$ cat src/rtl/fetch_queue_if.sv
// Fetch-stage bundle: imem request/return, redirect and interrupt controls, and the decode handshake.
// The master modport is the fetch_queue side; slave is the surrounding pipeline/imem.
interface fetch_queue_if #(
  parameter int PC_WIDTH   = 32,
  parameter int INSN_WIDTH = 32,
  parameter int DEPTH      = 4
);
  localparam int CW = $clog2(DEPTH + 1);

  logic [PC_WIDTH-1:0]   address_imem;
  logic                  imem_req;
  logic [INSN_WIDTH-1:0] q_imem;
  logic                  should_jump;
  logic [PC_WIDTH-1:0]   jump_to;
  logic                  irq_request;
  logic                  irq_ack;
  logic [PC_WIDTH-1:0]   epc;
  logic                  dec_valid;
  logic                  dec_ready;
  logic [INSN_WIDTH-1:0] dec_instruction;
  logic [PC_WIDTH-1:0]   dec_pc;
  logic [PC_WIDTH-1:0]   dec_incremented_pc;
  logic [CW-1:0]         queue_count;

  modport master (
    output address_imem, imem_req,
    input  q_imem,
    input  should_jump, jump_to, irq_request,
    output irq_ack, epc,
    output dec_valid, dec_instruction, dec_pc, dec_incremented_pc, queue_count,
    input  dec_ready
  );

  modport slave (
    input  address_imem, imem_req,
    output q_imem,
    output should_jump, jump_to, irq_request,
    input  irq_ack, epc,
    input  dec_valid, dec_instruction, dec_pc, dec_incremented_pc, queue_count,
    output dec_ready
  );
endinterface

$ cat src/rtl/fetch_queue.sv
// Fetch stage: issues PCs to a 1-cycle imem and queues returned instructions for decode (valid/ready).
// Issue-to-dec_valid latency 2 cycles; backpressure throttles issue so the queue can never overflow.
module fetch_queue #(
  parameter int                     PC_WIDTH   = 32,
  parameter int                     INSN_WIDTH = 32,
  parameter int                     DEPTH      = 4,
  parameter logic [PC_WIDTH-1:0]    RESET_PC   = '0,
  parameter logic [PC_WIDTH-1:0]    IRQ_VECTOR = {{(PC_WIDTH-1){1'b0}}, 1'b1}
) (
  input logic            clock,
  input logic            reset,
  fetch_queue_if.master  fq
);
  localparam int AW = $clog2(DEPTH);
  localparam int CW = $clog2(DEPTH + 1);
  localparam int OW = CW + 1;

  logic [PC_WIDTH-1:0]   pc_q, pc_d;
  logic                  inflight_q, inflight_d;
  logic [PC_WIDTH-1:0]   inflight_pc_q, inflight_pc_d;
  logic [CW-1:0]         count_q, count_d;
  logic [AW-1:0]         rd_ptr_q, rd_ptr_d;
  logic [AW-1:0]         wr_ptr_q, wr_ptr_d;
  logic [PC_WIDTH-1:0]   epc_q, epc_d;
  logic                  irq_ack_q, irq_ack_d;
  logic                  armed_q, armed_d;
  logic [INSN_WIDTH-1:0] insn_mem_q [DEPTH];
  logic [PC_WIDTH-1:0]   pc_mem_q   [DEPTH];

  logic                  irq_take, flush, dec_valid, pop, push, issue;
  logic [OW-1:0]         occupancy;
  logic [PC_WIDTH-1:0]   restart_pc;

  always_comb begin
    irq_take  = fq.irq_request & armed_q & ~fq.should_jump;
    flush     = fq.should_jump | irq_take;
    dec_valid = (count_q != '0) & ~flush;
    pop       = dec_valid & fq.dec_ready;
    push      = inflight_q & ~flush;
    // Occupancy after this cycle's pop plus the request already in flight.
    occupancy = {1'b0, count_q} + OW'(inflight_q) - OW'(pop);
    issue     = ~flush & ~reset & (occupancy < OW'(DEPTH));
  end

  always_comb begin
    restart_pc = pc_q;
    if (count_q != '0)   restart_pc = pc_mem_q[rd_ptr_q];
    else if (inflight_q) restart_pc = inflight_pc_q;
  end

  always_comb begin
    pc_d          = pc_q;
    inflight_d    = issue;
    inflight_pc_d = inflight_pc_q;
    count_d       = count_q + CW'(push) - CW'(pop);
    rd_ptr_d      = rd_ptr_q + AW'(pop);
    wr_ptr_d      = wr_ptr_q + AW'(push);
    epc_d         = epc_q;
    irq_ack_d     = irq_take;
    armed_d       = armed_q;

    if (fq.should_jump) begin
      pc_d = fq.jump_to;
    end else if (irq_take) begin
      pc_d  = IRQ_VECTOR;
      epc_d = restart_pc;
    end else if (issue) begin
      pc_d          = pc_q + PC_WIDTH'(1);
      inflight_pc_d = pc_q;
    end

    if (flush) begin
      count_d  = '0;
      rd_ptr_d = '0;
      wr_ptr_d = '0;
    end

    if (irq_take)             armed_d = 1'b0;
    else if (!fq.irq_request) armed_d = 1'b1;
  end

  always_ff @(posedge clock or posedge reset) begin
    if (reset) begin
      pc_q          <= RESET_PC;
      inflight_q    <= 1'b0;
      inflight_pc_q <= '0;
      count_q       <= '0;
      rd_ptr_q      <= '0;
      wr_ptr_q      <= '0;
      epc_q         <= '0;
      irq_ack_q     <= 1'b0;
      armed_q       <= 1'b1;
    end else begin
      pc_q          <= pc_d;
      inflight_q    <= inflight_d;
      inflight_pc_q <= inflight_pc_d;
      count_q       <= count_d;
      rd_ptr_q      <= rd_ptr_d;
      wr_ptr_q      <= wr_ptr_d;
      epc_q         <= epc_d;
      irq_ack_q     <= irq_ack_d;
      armed_q       <= armed_d;
    end
  end

  always_ff @(posedge clock or posedge reset) begin
    if (reset) begin
      for (int i = 0; i < DEPTH; i++) begin
        insn_mem_q[i] <= '0;
        pc_mem_q[i]   <= '0;
      end
    end else if (push) begin
      insn_mem_q[wr_ptr_q] <= fq.q_imem;
      pc_mem_q[wr_ptr_q]   <= inflight_pc_q;
    end
  end

  assign fq.address_imem       = pc_q;
  assign fq.imem_req           = issue;
  assign fq.irq_ack            = irq_ack_q;
  assign fq.epc                = epc_q;
  assign fq.dec_valid          = dec_valid;
  assign fq.dec_instruction    = insn_mem_q[rd_ptr_q];
  assign fq.dec_pc             = pc_mem_q[rd_ptr_q];
  assign fq.dec_incremented_pc = pc_mem_q[rd_ptr_q] + PC_WIDTH'(1);
  assign fq.queue_count        = count_q;
endmodule
$ cat src/flat_wrapper.sv
// flat-port wrapper written by rule: the top's interface ports become plain ports
module fetch_queue_flat 
#(
  parameter int                     PC_WIDTH   = 32,
  parameter int                     INSN_WIDTH = 32,
  parameter int                     DEPTH      = 4,
  parameter logic [PC_WIDTH-1:0]    RESET_PC   = '0,
  parameter logic [PC_WIDTH-1:0]    IRQ_VECTOR = {{(PC_WIDTH-1){1'b0}}, 1'b1}
)
  (clock, reset, fq_address_imem, fq_imem_req, fq_q_imem, fq_should_jump, fq_jump_to, fq_irq_request, fq_irq_ack, fq_epc, fq_dec_valid, fq_dec_instruction, fq_dec_pc, fq_dec_incremented_pc, fq_queue_count, fq_dec_ready);
  fetch_queue_if #(.PC_WIDTH(PC_WIDTH), .INSN_WIDTH(INSN_WIDTH), .DEPTH(DEPTH)) fq_i ();
  input logic clock;
  input logic reset;
  output wire logic [$bits(fq_i.address_imem)-1:0] fq_address_imem;
  output wire logic [$bits(fq_i.imem_req)-1:0] fq_imem_req;
  input wire logic [$bits(fq_i.q_imem)-1:0] fq_q_imem;
  input wire logic [$bits(fq_i.should_jump)-1:0] fq_should_jump;
  input wire logic [$bits(fq_i.jump_to)-1:0] fq_jump_to;
  input wire logic [$bits(fq_i.irq_request)-1:0] fq_irq_request;
  output wire logic [$bits(fq_i.irq_ack)-1:0] fq_irq_ack;
  output wire logic [$bits(fq_i.epc)-1:0] fq_epc;
  output wire logic [$bits(fq_i.dec_valid)-1:0] fq_dec_valid;
  output wire logic [$bits(fq_i.dec_instruction)-1:0] fq_dec_instruction;
  output wire logic [$bits(fq_i.dec_pc)-1:0] fq_dec_pc;
  output wire logic [$bits(fq_i.dec_incremented_pc)-1:0] fq_dec_incremented_pc;
  output wire logic [$bits(fq_i.queue_count)-1:0] fq_queue_count;
  input wire logic [$bits(fq_i.dec_ready)-1:0] fq_dec_ready;
  assign fq_address_imem = fq_i.address_imem;
  assign fq_imem_req = fq_i.imem_req;
  assign fq_i.q_imem = fq_q_imem;
  assign fq_i.should_jump = fq_should_jump;
  assign fq_i.jump_to = fq_jump_to;
  assign fq_i.irq_request = fq_irq_request;
  assign fq_irq_ack = fq_i.irq_ack;
  assign fq_epc = fq_i.epc;
  assign fq_dec_valid = fq_i.dec_valid;
  assign fq_dec_instruction = fq_i.dec_instruction;
  assign fq_dec_pc = fq_i.dec_pc;
  assign fq_dec_incremented_pc = fq_i.dec_incremented_pc;
  assign fq_queue_count = fq_i.queue_count;
  assign fq_i.dec_ready = fq_dec_ready;
  fetch_queue #(.PC_WIDTH(PC_WIDTH), .INSN_WIDTH(INSN_WIDTH), .DEPTH(DEPTH), .RESET_PC(RESET_PC), .IRQ_VECTOR(IRQ_VECTOR)) u_core (.clock(clock), .reset(reset), .fq(fq_i));
endmodule
$ cat config.mk
export PLATFORM = sky130hd
export DESIGN_NAME = fetch_queue_flat
export DESIGN_NICKNAME = d
export VERILOG_FILES = /design/src/rtl/fetch_queue_if.sv /design/src/rtl/fetch_queue.sv /design/src/flat_wrapper.sv
export SDC_FILE = /design/constraint.sdc
export NUM_CORES = 1
export LEC_CHECK = 0
export ABC_AREA = 1
export BUFFER_PORTS_ARGS = -buffer_cell sky130_fd_sc_hd__buf_4
export CAP_MARGIN = 20
export CORE_MARGIN = 10
export CORE_UTILIZATION = 55
export DETAILED_ROUTE_END_ITERATION = 10
export GPL_TIMING_DRIVEN = 0
export HOLD_SLACK_MARGIN = 0.03
export PLACE_DENSITY = 0.72
export SYNTH_ARGS = -nofsm -noshare
export SYNTH_HDL_FRONTEND = slang
export SYNTH_SLANG_ARGS = --single-unit
$ cat constraint.sdc
create_clock -name clock -period 23.2 [get_ports clock]
set_clock_uncertainty 0.2 [all_clocks]
set_input_delay 3.48 -clock clock [delete_from_list [all_inputs] [get_ports clock]]
set_output_delay 3.48 -clock clock [all_outputs]
set_load 0.05 [all_outputs]
==> out/results.md, run 1 <==
| Item | Value |
|---|---|
| Initial core utilization | 56.0% |
| Residual overflow from global routing | 0 |
| Number of setup buffers added after CTS | 0 |
| Final routed wire length divided by cell count | 21.4 microns |
| Outcome | completed |
| Internal power | 1.34 mW |
| Worst min-delay path class | reg -> reg |
| Worst flop-to-flop path startpoint | u_core.fq.queue_count[1] |
| NetSw | 0.988 mW |
| Yosys warns | 0 |
| Mapped cell area | 0.0189 sq mm |
| Clock transition at the register clock pins on the worst setup and hold paths after CTS | 60 ps |
| Data required time at the worst endpoint | 19,520 ps |
| Static Leakage | 11.3 nW |
| Crit path arrival time | 7010 ps |
| Pin slew with the least headroom to its limit | 759 ps |
| Post-cts repair resize count | 0 |
| Leading cell types in the layout, fill and taps excluded | nand2_1, dfrtp_1, buf_4 |
| Areal power density over the cells | 103 mW/mm^2 |
| Deepest level of the CTS H-tree | 2 |
| Reg power frac | 35.4% |
| Fraction of the core area covered by cells at the end of the flow | 67.1% |
| Total via count in the routed design | 18,600 |
| Pwr Total | 2.33 mW |
| Vias in the first global route | 18,500 |
| Pin count of the biggest net entering global routing | 104 |
| Most common library cell in the layout ignoring fill and taps | nand2_1 |
| Final Wtd Congestion | 0.977 |
| Max Transition Viols Final | 0 |
| Sw frac | 42.4% |
| Start point of the worst min-delay path | u_core.fq.epc[31] |
| Number of I/O pins | 235 |
| Depth of the most critical reg-to-reg path | 16 |
| Type of the worst setup path | in -> out |
| Number of iterations in the first detailed-routing pass | 7 |
| Bufs on Longest Clock Path | 3 |
| Syn Inst Count | 2,488 |
| Final period demand of the worst path | 10,690 ps |
| Iteration-0 DRC Markers | 1,834 |
| Average size of a mapped cell | 7.59 sq um |
| Peak Freq | 93.5 MHz |
| Post-synthesis cell type count | 37 |
| First-pass GRT wire length | 107 mm |
| CTS Buf Count | 41 |
| Number of setup violations in the final report | 0 |
| Width of the die | 205 microns |
| Global routing usage summed across all routing layers | 32.7% |
| Number of maximum-capacitance constraint violations | 0 |
| Master cell of the clock root buffer | clkbuf_16 |
| RSZ-0062 raised after global routing | no |
| Total core area | 0.0337 sq mm |
| Cell count of the worst hold path | 2 |
| Max_slew headroom | 49.4% |
| Fin crit share | 46.1% |
| Share of async-settable or async-resettable flops after synthesis | 100% |
| Minimum hold slack | 282 ps |
| Worst-case vdd ir drop | 0.0000761 V |
| Num rows | 67 |
| Net count after synthesis | 2,566 |
| Share of total power in combinational logic | 36.8% |
| DRT Wirelength | 69.3 mm |
| Mean number of vias per cell | 5.73 |
| Total half-perimeter wirelength after legalization and detailed placement | 51.6 mm |
| Hold-fix buffers, CTS | 0 |
| Port-buffer cells | 233 |
| Worst Setup SP | fq_should_jump |
| Number of antenna violations at the first check in global routing | 1 |
| Clock tree from TritonCTS | built |
| Synthesized flop and latch total | 362 |
| Crit start category | input port |
| Latest clock arrival within the worst-skew pair | 570 ps |
| Setup crit end kind | output port |
| Post-detailed-route count of antenna-violating nets | 0 |
| Number of diodes added for antenna fixing | 0 |
| Overall die area | 0.0421 sq mm |
| Hold Vio Cnt, Final | 0 |
| Number of enable-type register cells in the synthesized netlist | 0 |
| Detailed-route DRC error count | 0 |
| Clock net sink count | 362 |
| Portion of the post-synthesis area used by sequential elements | 48.0% |
| Layout fillers | 2,914 |
| Commonest register cell after synthesis | dfrtp_1 |
| DIE HEIGHT | 205 microns |
| Fraction of final layout cells with drive strength greater than 1 | 16.9% |
| Final-layout setup total negative slack | 0 ps |
| Maximum fanout along the worst path | 11 |
| Relative contribution of the clock network to total power | 27.8% |
| Post-layout nets | 2,845 |
| Area growth, synth to finish | 19.8% |
==> registers in the layout (all words and copies together) (netlist names) <==
register                count
u_core.wr_ptr_q             2
u_core.fq.queue_count       3
u_core.rd_ptr_q             2
u_core.fq.address_imem     32
u_core.pc_mem_q           128
u_core.inflight_q           1
u_core.insn_mem_q         128
u_core.inflight_pc_q       32
u_core.armed_q              1
u_core.fq.irq_ack           1
u_core.fq.epc              32
==> cell type report <==
| class | count | area [sq um] | area share, % |
|---|---|---|---|
| Sequential cell | 362 | 9060 | 40.1 |
| Inverter | 231 | 880 | 3.89 |
| Clock inverter | 9 | 111 | 0.493 |
| Buffer | 135 | 707 | 3.13 |
| Clock buffer | 63 | 1220 | 5.40 |
| Timing Repair Buffer | 236 | 1830 | 8.10 |
| Multi-Input combinational cell | 1760 | 8240 | 36.4 |
| Tap cell | 448 | 561 | 2.48 |
==> critical path: stages <==
cell and delay (ps):
buf_2 160, a21oi_4 260, inv_2 180, buf_1 290
nor3b_1 430, ha_1 280, inv_1 60, ha_1 260
inv_1 30, o21ai_0 260, inv_1 70, nand2_1 60
nand3_1 300, inv_1 260, buf_2 330, buf_4 260
==> per-stage QoR <==
stage          instance area [sq um]  worst slack (ps)  instances
2_1_floorplan                  18900              7520       2488
3_3_place_gp                   21200              4140       3169
3_5_place_dp                   21300             12530       3172
4_1_cts                        22600             12510       3244
5_1_grt                        22600             12200       3244
6_report                       22600             12510       3244
==> power groups by stage <==
| stage | clock network (mW) | logic [mW] | registers, mW |
|---|---|---|---|
| floorplan | 0 | 0.484 | 0.876 |
| global placement | 0 | 0.834 | 0.826 |
| detailed placement | 0 | 0.847 | 0.828 |
| CTS | 0.653 | 0.851 | 0.819 |
| global route | 0.677 | 0.910 | 0.832 |
| finish | 0.648 | 0.856 | 0.824 |
==> per-layer routing <==
| metal | GRT usage (%) | vias up | wire length, microns |
|---|---|---|---|
| met5 | 0 | - | 0 |
| met1 | 43.9 | 8972 | 28300 |
| met2 | 51.1 | 963 | 31900 |
| met4 | 14.3 | 0 | 2820 |
| li1 | - | 8518 | - |
| met3 | 5.80 | 151 | 6230 |
==> cells in the mapped netlist (all sizes together), types with 2 or more instances <==
library cell  count  area share (%)
a21boi           11            0.44
a21oi           221             5.9
a22o              2           0.093
a31oi             3           0.099
a32oi             2           0.093
buf              86             2.8
clkbuf           49            0.97
dfrtp           361              48
ha                8            0.53
inv             231             4.6
mux2             64             3.8
nand2           813              16
nand3           104             2.8
nand3b            3            0.12
nand4             9            0.30
nor2            206             4.3
nor3             14            0.45
nor3b             2           0.080
o21ai           272             7.2
o21bai            3            0.12
or2               2           0.066
xnor2             4            0.19
xor2             15            0.70
==> logic make-up after synthesis <==
group,count (synthesis),share of synthesized area (%)
flops,362,48.0
compound gates,515,14.0
xor+xnor,19,0.881
mux,64,3.82
buf+inv,366,8.36
fa+ha+maj,9,0.636
simple gates,1153,24.3
==> final timing paths <==
check                                              to  slack (ps)
setup reg to reg           u_core.fq.address_imem[17]       18710
max in group asynchronous     u_core.inflight_pc_q[3]       18680
hold / removal                      u_core.fq.epc[31]         280
min in group asynchronous       u_core.insn_mem_q[10]        2860
hold reg to reg                     u_core.fq.epc[31]         280
setup / recovery                          fq_imem_req       12510
No activity file was read; power rests on OpenSTA's default activity.
==> run 2, diff against run 1 <==
--- a/config.mk
+++ b/config.mk
@@ -9,11 +9,11 @@
 export BUFFER_PORTS_ARGS = -buffer_cell sky130_fd_sc_hd__buf_4
 export CAP_MARGIN = 20
 export CORE_MARGIN = 10
-export CORE_UTILIZATION = 55
+export CORE_UTILIZATION = 53
 export DETAILED_ROUTE_END_ITERATION = 10
 export GPL_TIMING_DRIVEN = 0
 export HOLD_SLACK_MARGIN = 0.03
-export PLACE_DENSITY = 0.72
+export PLACE_DENSITY = 0.73
 export SYNTH_ARGS = -nofsm -noshare
 export SYNTH_HDL_FRONTEND = slang
 export SYNTH_SLANG_ARGS = --single-unit
==> constraint.sdc (replaced) <==
create_clock -name clock -period 9.41 [get_ports clock]
set_clock_uncertainty 0.2 [all_clocks]
set_input_delay 1.4115 -clock clock [delete_from_list [all_inputs] [get_ports clock]]
set_output_delay 1.4115 -clock clock [all_outputs]
set_load 0.05 [all_outputs]
==> out/results.md, run 2 (synthesis gave the netlist of run 1 again) <==
| Item | Value | vs previous |
|---|---|---|
| Outcome | completed |  |
| Worst min-delay path class | reg -> reg |  |
| Fin crit share | 73.0% |  |
| Clock transition at the register clock pins on the worst setup and hold paths after CTS | 50 ps | about the same |
| Port-buffer cells | 233 | unchanged |
| Initial core utilization | 53.3% | -2.7 points |
| Type of the worst setup path | in -> out |  |
| Reg-to-reg endpoint | u_core.fq.address_imem[21] |  |
| Max_slew headroom | 49.8% | +0.38 points |
| Number of iterations in the first detailed-routing pass | 7 | unchanged |
| Cell count of the worst hold path | 2 | unchanged |
| RSZ-0062 raised after global routing | no |  |
| Num rows | 69 | +3.0% |
| Global routing usage summed across all routing layers | 30.8% | -1.8 points |
| Final routed wire length divided by cell count | 20.9 microns | -2.0% |
| Leading cell types in the layout, fill and taps excluded | nand2_1, dfrtp_1, buf_4 |  |
| Clock tree from TritonCTS | built |  |
| Fraction of final layout cells with drive strength greater than 1 | 17.2% | +0.33 points |
| Latest clock arrival within the worst-skew pair | 590 ps | +20 ps |
| Post-layout nets | 2,851 | +0.21% |
| Most common library cell in the layout ignoring fill and taps | nand2_1 |  |
| Max Transition Viols Final | 0 | unchanged |
| Mean number of vias per cell | 5.65 | -1.5% |
| Iteration-0 DRC Markers | 1,714 | -6.5% |
| Data required time at the worst endpoint | 7800 ps | -11,720 ps |
| Total half-perimeter wirelength after legalization and detailed placement | 51.2 mm | -0.78% |
| Number of setup violations in the final report | 0 | unchanged |
| Pin slew with the least headroom to its limit | 754 ps | -5.77 ps |
| Static Leakage | 11.4 nW | +0.43% |
| Setup crit end kind | output port |  |
| Hold-fix buffers, CTS | 0 | unchanged |
| Number of setup buffers added after CTS | 0 | unchanged |
| Number of I/O pins | 235 | unchanged |
| Crit path arrival time | 5260 ps | -1750 ps |
| Residual overflow from global routing | 0 | unchanged |
| Total via count in the routed design | 18,400 | -0.91% |
| Clock net sink count | 362 | unchanged |
| Maximum fanout along the worst path | 11 | unchanged |
| Post-Place Worst Slack | 2710 ps | -9820 ps |
| Total core area | 0.0354 sq mm | +5.0% |
| Pwr Total | 5.70 mW | +140% |
| Busiest layer in global routing | met2 |  |
| Number of maximum-capacitance constraint violations | 0 | unchanged |
| First-pass GRT wire length | 106 mm | -0.58% |
| Worst flop-to-flop path startpoint | u_core.fq.queue_count[1] |  |
| Detailed-route DRC error count | 0 | unchanged |
| Sink of the worst hold path | u_core.fq.epc[8] |  |
| Crit start category | input port |  |
| Final period demand of the worst path | 6870 ps |  |
| Deepest level of the CTS H-tree | 2 | unchanged |
| Number of antenna violations at the first check in global routing | 2 | +1 |
| Met3 track demand over resource in global routing | 6.31% | +0.50 points |
| Final Wtd Congestion | 0.973 | -0.41% |
| Peak Freq | 146 MHz |  |
| DRT Wirelength | 68.3 mm | -1.4% |
| Master cell of the clock root buffer | clkbuf_16 |  |
| M1 GR Usage | 40.3% | -3.6 points |
| Areal power density over the cells | 251 mW/mm^2 | +140% |
| Pin count of the biggest net entering global routing | 42 | -60% |
| Registers with the most flip-flops | u_core.insn_mem_q x128, u_core.pc_mem_q x128 |  |
| Start point of the worst min-delay path | u_core.fq.epc[8] |  |
| Vias in the first global route | 18,400 | -0.33% |
| Crit path setup slack, layout | 2540 ps | -9970 ps |
| GR Util met2 | 47.8% | -3.2 points |
| Depth of the most critical reg-to-reg path | 16 | unchanged |
| CTS Buf Count | 40 | -2.4% |
| Layout fillers | 3,140 | +7.8% |
| Hold Vio Cnt, Final | 0 | unchanged |
| Post-cts repair resize count | 0 | unchanged |
| Fraction of the core area covered by cells at the end of the flow | 64.1% | -3.0 points |
| Worst-case vdd ir drop | 0.000185 V | +140% |
| DIE HEIGHT | 209 microns | +1.7% |
| Post-detailed-route count of antenna-violating nets | 0 | unchanged |
| Bufs on Longest Clock Path | 3 | unchanged |
| Area growth, synth to finish | 20.3% |  |
| Internal reg-to-reg setup slack | 4940 ps | -13,770 ps |
| Overall die area | 0.0436 sq mm | +3.4% |
| Width of the die | 209 microns | +1.7% |
==> run 2: changes by cell type in the layout (fill, tap and decap cells not counted) <==
cell and delta:
buf_12 +9, buf_16 -2, clkbuf_1 -6, clkbuf_16 -2
clkbuf_8 -2, clkinv_2 +7, clkinvlp_4 -1, diode_2 +3
inv_16 +1, inv_6 +1, inv_8 -1
==> run 2: report_power, final <==
part	leakage [nW]	internal, mW	switching, mW	total (mW)
Combinational	6.30	0.555	1.56	2.12
Clock	0.643	0.895	0.665	1.56
Sequential	4.43	1.81	0.216	2.02
Total	11.4	3.26	2.44	5.70
==> run 2: critical path: stages <==
cell     delay, ps
buf_2          160
a21oi_4        250
inv_2          180
buf_1          340
nor3b_1        640
ha_1           350
inv_1           60
ha_1           270
inv_1           30
o21ai_0        250
inv_1           70
nand2_1         60
nand3_1        340
inv_1          250
buf_2          310
buf_4          260
==> run 2: worst max-delay path by stage <==
stage	from	to	slack (ps)	cells after the start
2_1_floorplan	reset	fq_imem_req	430	6
6_report	fq_should_jump	fq_imem_req	2540	16
3_3_place_gp	reset	fq_imem_req	-2210	8
5_1_grt	fq_should_jump	fq_imem_req	2390	16
3_5_place_dp	fq_should_jump	fq_imem_req	2710	16
4_1_cts	fq_should_jump	fq_imem_req	2690	16
==> run 2: stage by stage <==
step | hold WS (ps) | instance area [sq um] | TNS, ps | std cells
6_report | 282 | 22700 | 0 | 3264
5_1_grt | 307 | 22700 | 0 | 3262
4_1_cts | 282 | 22700 | 0 | 3261
3_5_place_dp | 267 | 21400 | 0 | 3192
3_3_place_gp | 268 | 21200 | -61860 | 3182
2_1_floorplan | 253 | 18900 | 0 | 2488
==> run 2: area by class of cell <==
class	instances	area (sq um)	share of cell area [%]
clock buffers	53	1120	4.93
well taps	461	577	2.54
diodes	3	7.51	0.0331
clock inverters	16	160	0.705
flip-flops and latches	362	9060	39.9
plain buffers	135	707	3.11
repair buffers	243	1960	8.62
multi-input cells	1760	8240	36.3
inverters	231	876	3.86
==> run 2: layer usage <==
layer / part of all wire [%] / wire length, microns / up-vias
met2: 46 / 31200 / 937
li1: - / - / 8508
met5: 0 / 0 / -
met4: 4.6 / 3130 / 0
met3: 9.7 / 6620 / 188
met1: 40 / 27400 / 8801
